### src/rtl/mips_pipe_pkg.sv
// Shared definitions for the modified MIPS pipeline: datapath widths,
// the fetch FSM encoding and the default reset vector.
package mips_pipe_pkg;
    localparam int          XLEN             = 32;
    localparam int          INSTR_BYTES      = 4;
    localparam logic [31:0] NOP_WORD         = 32'h0000_0000;
    localparam logic [31:0] DEFAULT_RESET_PC = 32'd100;

    typedef enum logic {
        RUN  = 1'b0,
        HALT = 1'b1
    } fetch_state_t;
endpackage

### src/rtl/fetch_stage_ifid_reg.sv
// IF/ID pipeline register: load a new instruction, hold, flush to a zeroed
// bubble, or just drop the valid bit. Cleared asynchronously.
module ifid_reg
    import mips_pipe_pkg::*;
(
    input  logic            clk,
    input  logic            reset_n,
    input  logic            load,
    input  logic            flush,
    input  logic            kill,
    input  logic [XLEN-1:0] instr_in,
    input  logic [XLEN-1:0] pc4_in,
    output logic [XLEN-1:0] instr,
    output logic [XLEN-1:0] pc4,
    output logic            valid
);
    logic [XLEN-1:0] instr_q, instr_d;
    logic [XLEN-1:0] pc4_q, pc4_d;
    logic            valid_q, valid_d;

    // flush beats load beats kill; with none asserted the register holds
    always_comb begin
        instr_d = instr_q;
        pc4_d   = pc4_q;
        valid_d = valid_q;
        if (flush) begin
            instr_d = NOP_WORD;
            pc4_d   = '0;
            valid_d = 1'b0;
        end else if (load) begin
            instr_d = instr_in;
            pc4_d   = pc4_in;
            valid_d = 1'b1;
        end else if (kill) begin
            valid_d = 1'b0;
        end
    end

    always_ff @(posedge clk or negedge reset_n) begin
        if (!reset_n) begin
            instr_q <= NOP_WORD;
            pc4_q   <= '0;
            valid_q <= 1'b0;
        end else begin
            instr_q <= instr_d;
            pc4_q   <= pc4_d;
            valid_q <= valid_d;
        end
    end

    assign instr = instr_q;
    assign pc4   = pc4_q;
    assign valid = valid_q;
endmodule

### src/rtl/fetch_stage.sv
// IF stage: owns the PC and the RUN/HALT fetch FSM, counts retired fetches,
// and feeds the IF/ID register from the combinational instruction memory.
module fetch_stage
    import mips_pipe_pkg::*;
#(
    parameter logic [31:0] RESET_PC     = DEFAULT_RESET_PC,
    parameter int          HALT_ON_ZERO = 1,
    parameter int          CNT_W        = 16
) (
    input  logic             clk,
    input  logic             reset_n,
    input  logic             stall,
    input  logic             br_taken,
    input  logic [XLEN-1:0]  br_target,
    input  logic [XLEN-1:0]  imem_instr,
    output logic [XLEN-1:0]  imem_pc,
    output logic [XLEN-1:0]  ifid_instr,
    output logic [XLEN-1:0]  ifid_pc4,
    output logic             ifid_valid,
    output logic             halted,
    output logic [CNT_W-1:0] fetch_count
);
    fetch_state_t     state_q, state_d;
    logic [XLEN-1:0]  pc_q, pc_d;
    logic [CNT_W-1:0] cnt_q, cnt_d;
    logic             halted_q, halted_d;
    logic             ld, fl, kl;
    logic [XLEN-1:0]  pc_plus4;

    assign pc_plus4 = pc_q + XLEN'(INSTR_BYTES);

    // Priority: branch redirect > halted > stall > zero-word halt > fetch.
    // A branch is honoured even in HALT since it comes from an older instruction.
    always_comb begin
        pc_d    = pc_q;
        state_d = state_q;
        cnt_d   = cnt_q;
        ld      = 1'b0;
        fl      = 1'b0;
        kl      = 1'b0;
        if (br_taken) begin
            pc_d    = {br_target[XLEN-1:2], 2'b00};
            fl      = 1'b1;
            state_d = RUN;
        end else if (state_q == HALT) begin
            kl = 1'b1;
        end else if (stall) begin
            pc_d = pc_q;
        end else if ((HALT_ON_ZERO != 0) && (imem_instr == NOP_WORD)) begin
            kl      = 1'b1;
            state_d = HALT;
        end else begin
            pc_d = pc_plus4;
            ld   = 1'b1;
            if (cnt_q != {CNT_W{1'b1}}) cnt_d = cnt_q + 1'b1;
        end
        halted_d = (state_d == HALT);
    end

    always_ff @(posedge clk or negedge reset_n) begin
        if (!reset_n) begin
            state_q  <= RUN;
            pc_q     <= RESET_PC;
            cnt_q    <= '0;
            halted_q <= 1'b0;
        end else begin
            state_q  <= state_d;
            pc_q     <= pc_d;
            cnt_q    <= cnt_d;
            halted_q <= halted_d;
        end
    end

    ifid_reg u_ifid (
        .clk      (clk),
        .reset_n  (reset_n),
        .load     (ld),
        .flush    (fl),
        .kill     (kl),
        .instr_in (imem_instr),
        .pc4_in   (pc_plus4),
        .instr    (ifid_instr),
        .pc4      (ifid_pc4),
        .valid    (ifid_valid)
    );

    assign imem_pc     = pc_q;
    assign halted      = halted_q;
    assign fetch_count = cnt_q;
endmodule

### config.mk
export PLATFORM = sky130hd
export DESIGN_NAME = fetch_stage
export DESIGN_NICKNAME = d
export VERILOG_FILES = /design/src/rtl/mips_pipe_pkg.sv /design/src/rtl/fetch_stage_ifid_reg.sv /design/src/rtl/fetch_stage.sv
export SDC_FILE = /design/constraint.sdc
export NUM_CORES = 1
export LEC_CHECK = 0
export CAP_MARGIN = 20
export CORE_ASPECT_RATIO = 0.7
export CORE_UTILIZATION = 45
export CTS_BUF_LIST = sky130_fd_sc_hd__clkbuf_4 sky130_fd_sc_hd__clkbuf_8
export CTS_CLUSTER_DIAMETER = 120
export DETAILED_ROUTE_END_ITERATION = 6
export DONT_BUFFER_PORTS = 1
export GPL_TIMING_DRIVEN = 0
export PLACE_DENSITY_LB_ADDON = 0.3
export SYNTH_ARGS = -nofsm -noshare
export SYNTH_HDL_FRONTEND = slang
export SYNTH_HIERARCHICAL = 1
export SYNTH_SLANG_ARGS = --single-unit
export TNS_END_PERCENT = 5
### constraint.sdc
create_clock -name clk -period 2.1 [get_ports clk]
set_clock_uncertainty 0.15 [all_clocks]
set_input_delay 0.42 -clock clk [delete_from_list [all_inputs] [get_ports clk]]
set_output_delay 0.42 -clock clk [all_outputs]
set_load 0.02 [all_outputs]
Word-level counts from Yosys, hierarchy flattened
Cells that the tools add are included. W data, S select, Z words.

Add/sub/neg operators: 2. Eq/ne operators: 4. Muxes and demuxes: 20. Bitwise gates (word level): 4. Reductions and logical operators: 5.

Operators with widths (number): $mux W32 (8); $add A32 B3 Y32 const B (1); $logic_not A32 Y1 (1); $add A16 B1 Y16 const B (1); $ne A16 B16 Y1 const B (1); $mux W1 (12); $reduce_and A5 Y1 (1); $ne A2 B2 Y1 const B (2); $not A1 Y1 (4); $reduce_and A3 Y1 (1); $reduce_bool A3 Y1 (1); $ne A2 B1 Y1 const B (1); $reduce_bool A2 Y1 (1).

Register bits: 114. Input bits: 68. Logic and storage cells: 41.

Depth between registers and ports, before layout
Depth in word-level cells: 8. Gate-level depth with buffers: 9. Gate-level depth less buffers: 8.

By module
The synthesis kept the hierarchy.

By module, submodules not included: fetch_stage (times used 1, cells each 351, area an instance 3062.9 um^2); ifid_reg (times used 1, cells each 210, area an instance 2670.1 um^2).

Worst setup path after synthesis
Ideal clock, no wire load.

Kind: flip-flop to flip-flop. Start point: register pc_q[2] (netlist: imem_pc[2]). End point: register pc_q[26] (netlist: imem_pc[26]). Arrival: 2026 ps. Required time: 1825 ps. Setup slack: -200 ps. Cell stages (with the launch flop): 8. Path buffers: 0. Clock period less this slack: 2300 ps. Cells stage by stage: dfstp_2 ha_1 nand4_1 nor4_2 nand4_1 nor3_1 xor2_1 mux2_2.

Word-level cells in the longest chain between the ends: 5.

Ends and longest elaborated chain: start: declaration (RTL line fetch_stage.sv:24) `logic [XLEN-1:0] pc_q, pc_d;`; start signal: assignment (RTL line fetch_stage.sv:68) `pc_q <= pc_d;`; $add A32 B3 Y32 (RTL line fetch_stage.sv:30) `assign pc_plus4 = pc_q + XLEN'(INSTR_BYTES);`; $mux W32 (RTL line fetch_stage.sv:49) `end else if ((HALT_ON_ZERO != 0) && (imem_instr == NOP_WORD)) begin`; $mux W32 (RTL line fetch_stage.sv:47) `end else if (stall) begin`; $mux W32 (RTL line fetch_stage.sv:45) `end else if (state_q == HALT) begin`; $mux W32 (RTL line fetch_stage.sv:41) `if (br_taken) begin`.

Every way passes these cells. The select of a mux whose other input is x is not followed. A chain may end at the register's enable or synchronous reset.

Final worst setup path
Same ends and word-level chain as after synthesis.

==> impl_results.md <==
* Nets at 678
* Worst reg2reg startpoint: imem_pc[2]
* H-tree depth at 3
* Sequential share of the synthesized area at 0.490
* # IOs at 182
* Syn Inst Count at 561
* Synth Cell Area at 5730 sq um
* Drt via density at approximately 5.5
* Cells on worst reg2reg path at 9
* Worst-path maximum fanout at 6
* CTS tree: done
* Share of the synthesized area in the top cell type at 0.476
* Share of layout cells above drive strength 1 at 0.202
* CTS root buf: clkbuf_8
* Syn avg cell area at 10.2 sq um
* DR pass1 iterations at 4
* Pwr per Cell Area at 696 nW/um^2
* Layout fillers at 1,078
* First-pass GRT wire length at ~23 mm
* FMAX at approximately 400 MHz
* Final Max Slew Viols at 0
* PortBufs at 0
* Num CTS Buffers at 9
* CTS sink count at 112
* Clk buf depth at 2
* Top post-synthesis cells by count: 109 x dfrtp_1, 83 x nor2_1, 66 x mux2i_1, 53 x xnor2_1, 51 x nand2_1
* Yosys reg bits at 112
* Met1 Wirelength at 6.62 mm
* DRT Wirelength at approximately 15 mm
* Final WS setup at -0.337 ns
* Top-count cell post-synth: dfrtp_1
* DRC Markers at 0
* Synth area leaders: dfrtp_1 48%, mux2i_1 12%, xnor2_1 8.1%
* Met3 WL at 1.50 mm
* Run status: finished with violations
* Design Area, Final at ~6800 sq um
* Vias in the first global route at between 4,000 and 5,000
* Initial drt markers at 226
* Total power at 0.00473 W
* Vias at 4,284
* Later-pin clock latency in the skew report at approximately 0.4 ns
* Slew headroom at 0.509
* R2r setup slk at -0.34 ns
* Unrepaired setup endpoints after global routing: yes
* Dpl hpwl at 10.6 mm
* Die span in x at 137 um
* ANT cells at 0
* Post-synth top area cell: dfrtp_1
* Layout area overhead at 18.4%
* Final Hold Viols at 112
* Largest net degree at the start of global routing at 113
* Worst EP arrival at 2.57 ns
* Minimum clock period at roughly 2.4 ns
* Die Ht at roughly 96 um
* Core Rows at 34
* Initial antenna violation count at 0
* Leak pwr at between 2 and 3 nW
* Critical path startpoint category: register
* Kind of critical path: reg2reg
* Final setup fails at 44
* Area of the core at 12,400 sq um
* Initial Util at 0.462
* Failing checks: negative hold slack, negative setup slack
* Post-synth top flop: dfrtp_1
* Met2 wire len at 6.62 mm
* Req. time, crit path at 2.23 ns
* R2R Path End: imem_pc[26]
* Wire length per cell at 19.3 um
* RePlAce Congestion at 0.842
* Hold crit path type: in2async
* Worst setup EP type: register
* Total gr overflow at 0
* GRT Overall Usage at 0.231
* Placed cell areas at 6030 sq um
* Final Cycle Share at 1.16
* Synth unique cells at 41
* Die ar. at 13,200 sq um
* Final ANT Viol Nets at 0
* Clock slew at reported path FFs at 0.13 ns
* Max layer used: met4
* Worst vdd ir at 0.000373 V
* Slew @ Worst Pin at 0.736 ns
* Fraction of registers with async set/reset at 1.00
* Dpl ws at -0.719 ns
* Post-synth EDFFs at 0
* Synth warnings at 6
* Min Hold Slack at -0.439 ns
* Max-cap violations at 0
## what timing repair did
item / in CTS / in global routing
hold buffers: 15 / 3
buffers inserted: 9 / 7
endpoints found under the setup margin: 107 / 103
pin swaps: 6 / 11
hold endpoints to repair: 127 / 115
gates resized for setup: 44 / 31
## critical path, cell delays in order (launching register included)
cell	delay [ns]
dfstp_2	0.70
ha_4	0.18
nand4_1	0.11
buf_6	0.16
nor4_4	0.14
buf_6	0.16
nand4_1	0.12
nor3_2	0.24
xor2_1	0.09
mux2_2	0.26
## how the worst max path moves through the flow
stage,end,from,cells after the start,slack (ns)
floorplan,u_ifid/pc4[21],imem_pc[7],8,-0.14
global placement,u_ifid/pc4[22],imem_pc[2],8,-0.63
detailed placement,u_ifid/pc4[22],imem_pc[2],8,-0.72
CTS,imem_pc[26],imem_pc[2],9,-0.38
global route,imem_pc[26],imem_pc[2],9,-0.45
finish,imem_pc[26],imem_pc[2],9,-0.34
## metal layers
layer	up-vias	global-route usage
li1	1991	-
met1	2092	0.299
met2	185	0.358
met3	16	0.0939
met4	0	0.0623
met5	-	0
## registers in the layout (all words and copies together), names as in the netlist
| register | cells |
|---|---|
| fetch_count | 16 |
| imem_pc | 30 |
| u_ifid/pc4 | 32 |
| u_ifid/instr | 32 |
| u_ifid/valid | 1 |
| halted | 1 |
## cells in the final DEF (no fill, tap or decap), types with 4 or more instances in the layout
cell type,synthesis,final
o21ai_0,19,17
nor4_4,1,6
buf_1,4,4
xor2_1,18,18
mux2i_1,66,66
dlygate4sd3_1,0,18
and3_1,8,8
inv_1,6,6
clkbuf_8,0,9
buf_6,1,5
buf_12,5,6
and4_1,4,4
clkbuf_1,17,11
xnor2_1,53,51
nor3_1,22,9
nand2_1,51,46
o21ai_1,7,9
nand4_1,14,14
nor2_1,83,81
nand3_1,17,14
nand2_2,1,5
nor3_2,0,12
dfrtp_1,109,93
nor4_1,14,6
nor4_2,6,9
conb_1,1,4
dfrtp_2,0,16
buf_4,3,17
## where the power goes
group / switching (W) / total (W) / internal, W
Combinational: 0.000309 / 0.000620 / 0.000311
Sequential: 0.000449 / 0.00278 / 0.00233
Clock: 0.000846 / 0.00133 / 0.000480
Total: 0.00160 / 0.00473 / 0.00313
## per-stage QoR
stage,hold slack [ns],TNS (ns),cells,util
CTS,-0.467,-7.66,765,0.530
finish,-0.439,-6.49,775,0.547
detailed placement,-0.0225,-42.07,726,0.486
floorplan,-0.0256,-3.63,564,-
global route,-0.469,-12.57,775,0.547
global placement,-0.0219,-40.95,726,0.486
## final cells by class
type | count | area [sq um] | share of cell area
multi-input combinational | 408 | 2930 | 0.432
tap | 162 | 203 | 0.0299
clock inverter | 7 | 80.1 | 0.0118
timing repair buffer | 34 | 315 | 0.0464
clock buffer | 9 | 124 | 0.0182
inverter | 7 | 26.3 | 0.00387
sequential | 112 | 2830 | 0.416
buffer | 36 | 285 | 0.0420
## cell families (layout without fill, tap and decap cells)
group / after synthesis / after routing / synth area share
buffers and inverters: 44 / 93 / 0.0478
and+or+nand+nor: 235 / 235 / 0.205
adders and majority gates: 2 / 2 / 0.00436
other: 1 / 4 / 0.000654
DFF: 112 / 112 / 0.490
AOI/OAI and AO/OA: 28 / 28 / 0.0253
muxes: 68 / 68 / 0.119
xor gates and xnor gates: 71 / 71 / 0.108
(Power assumes the default switching activity.)
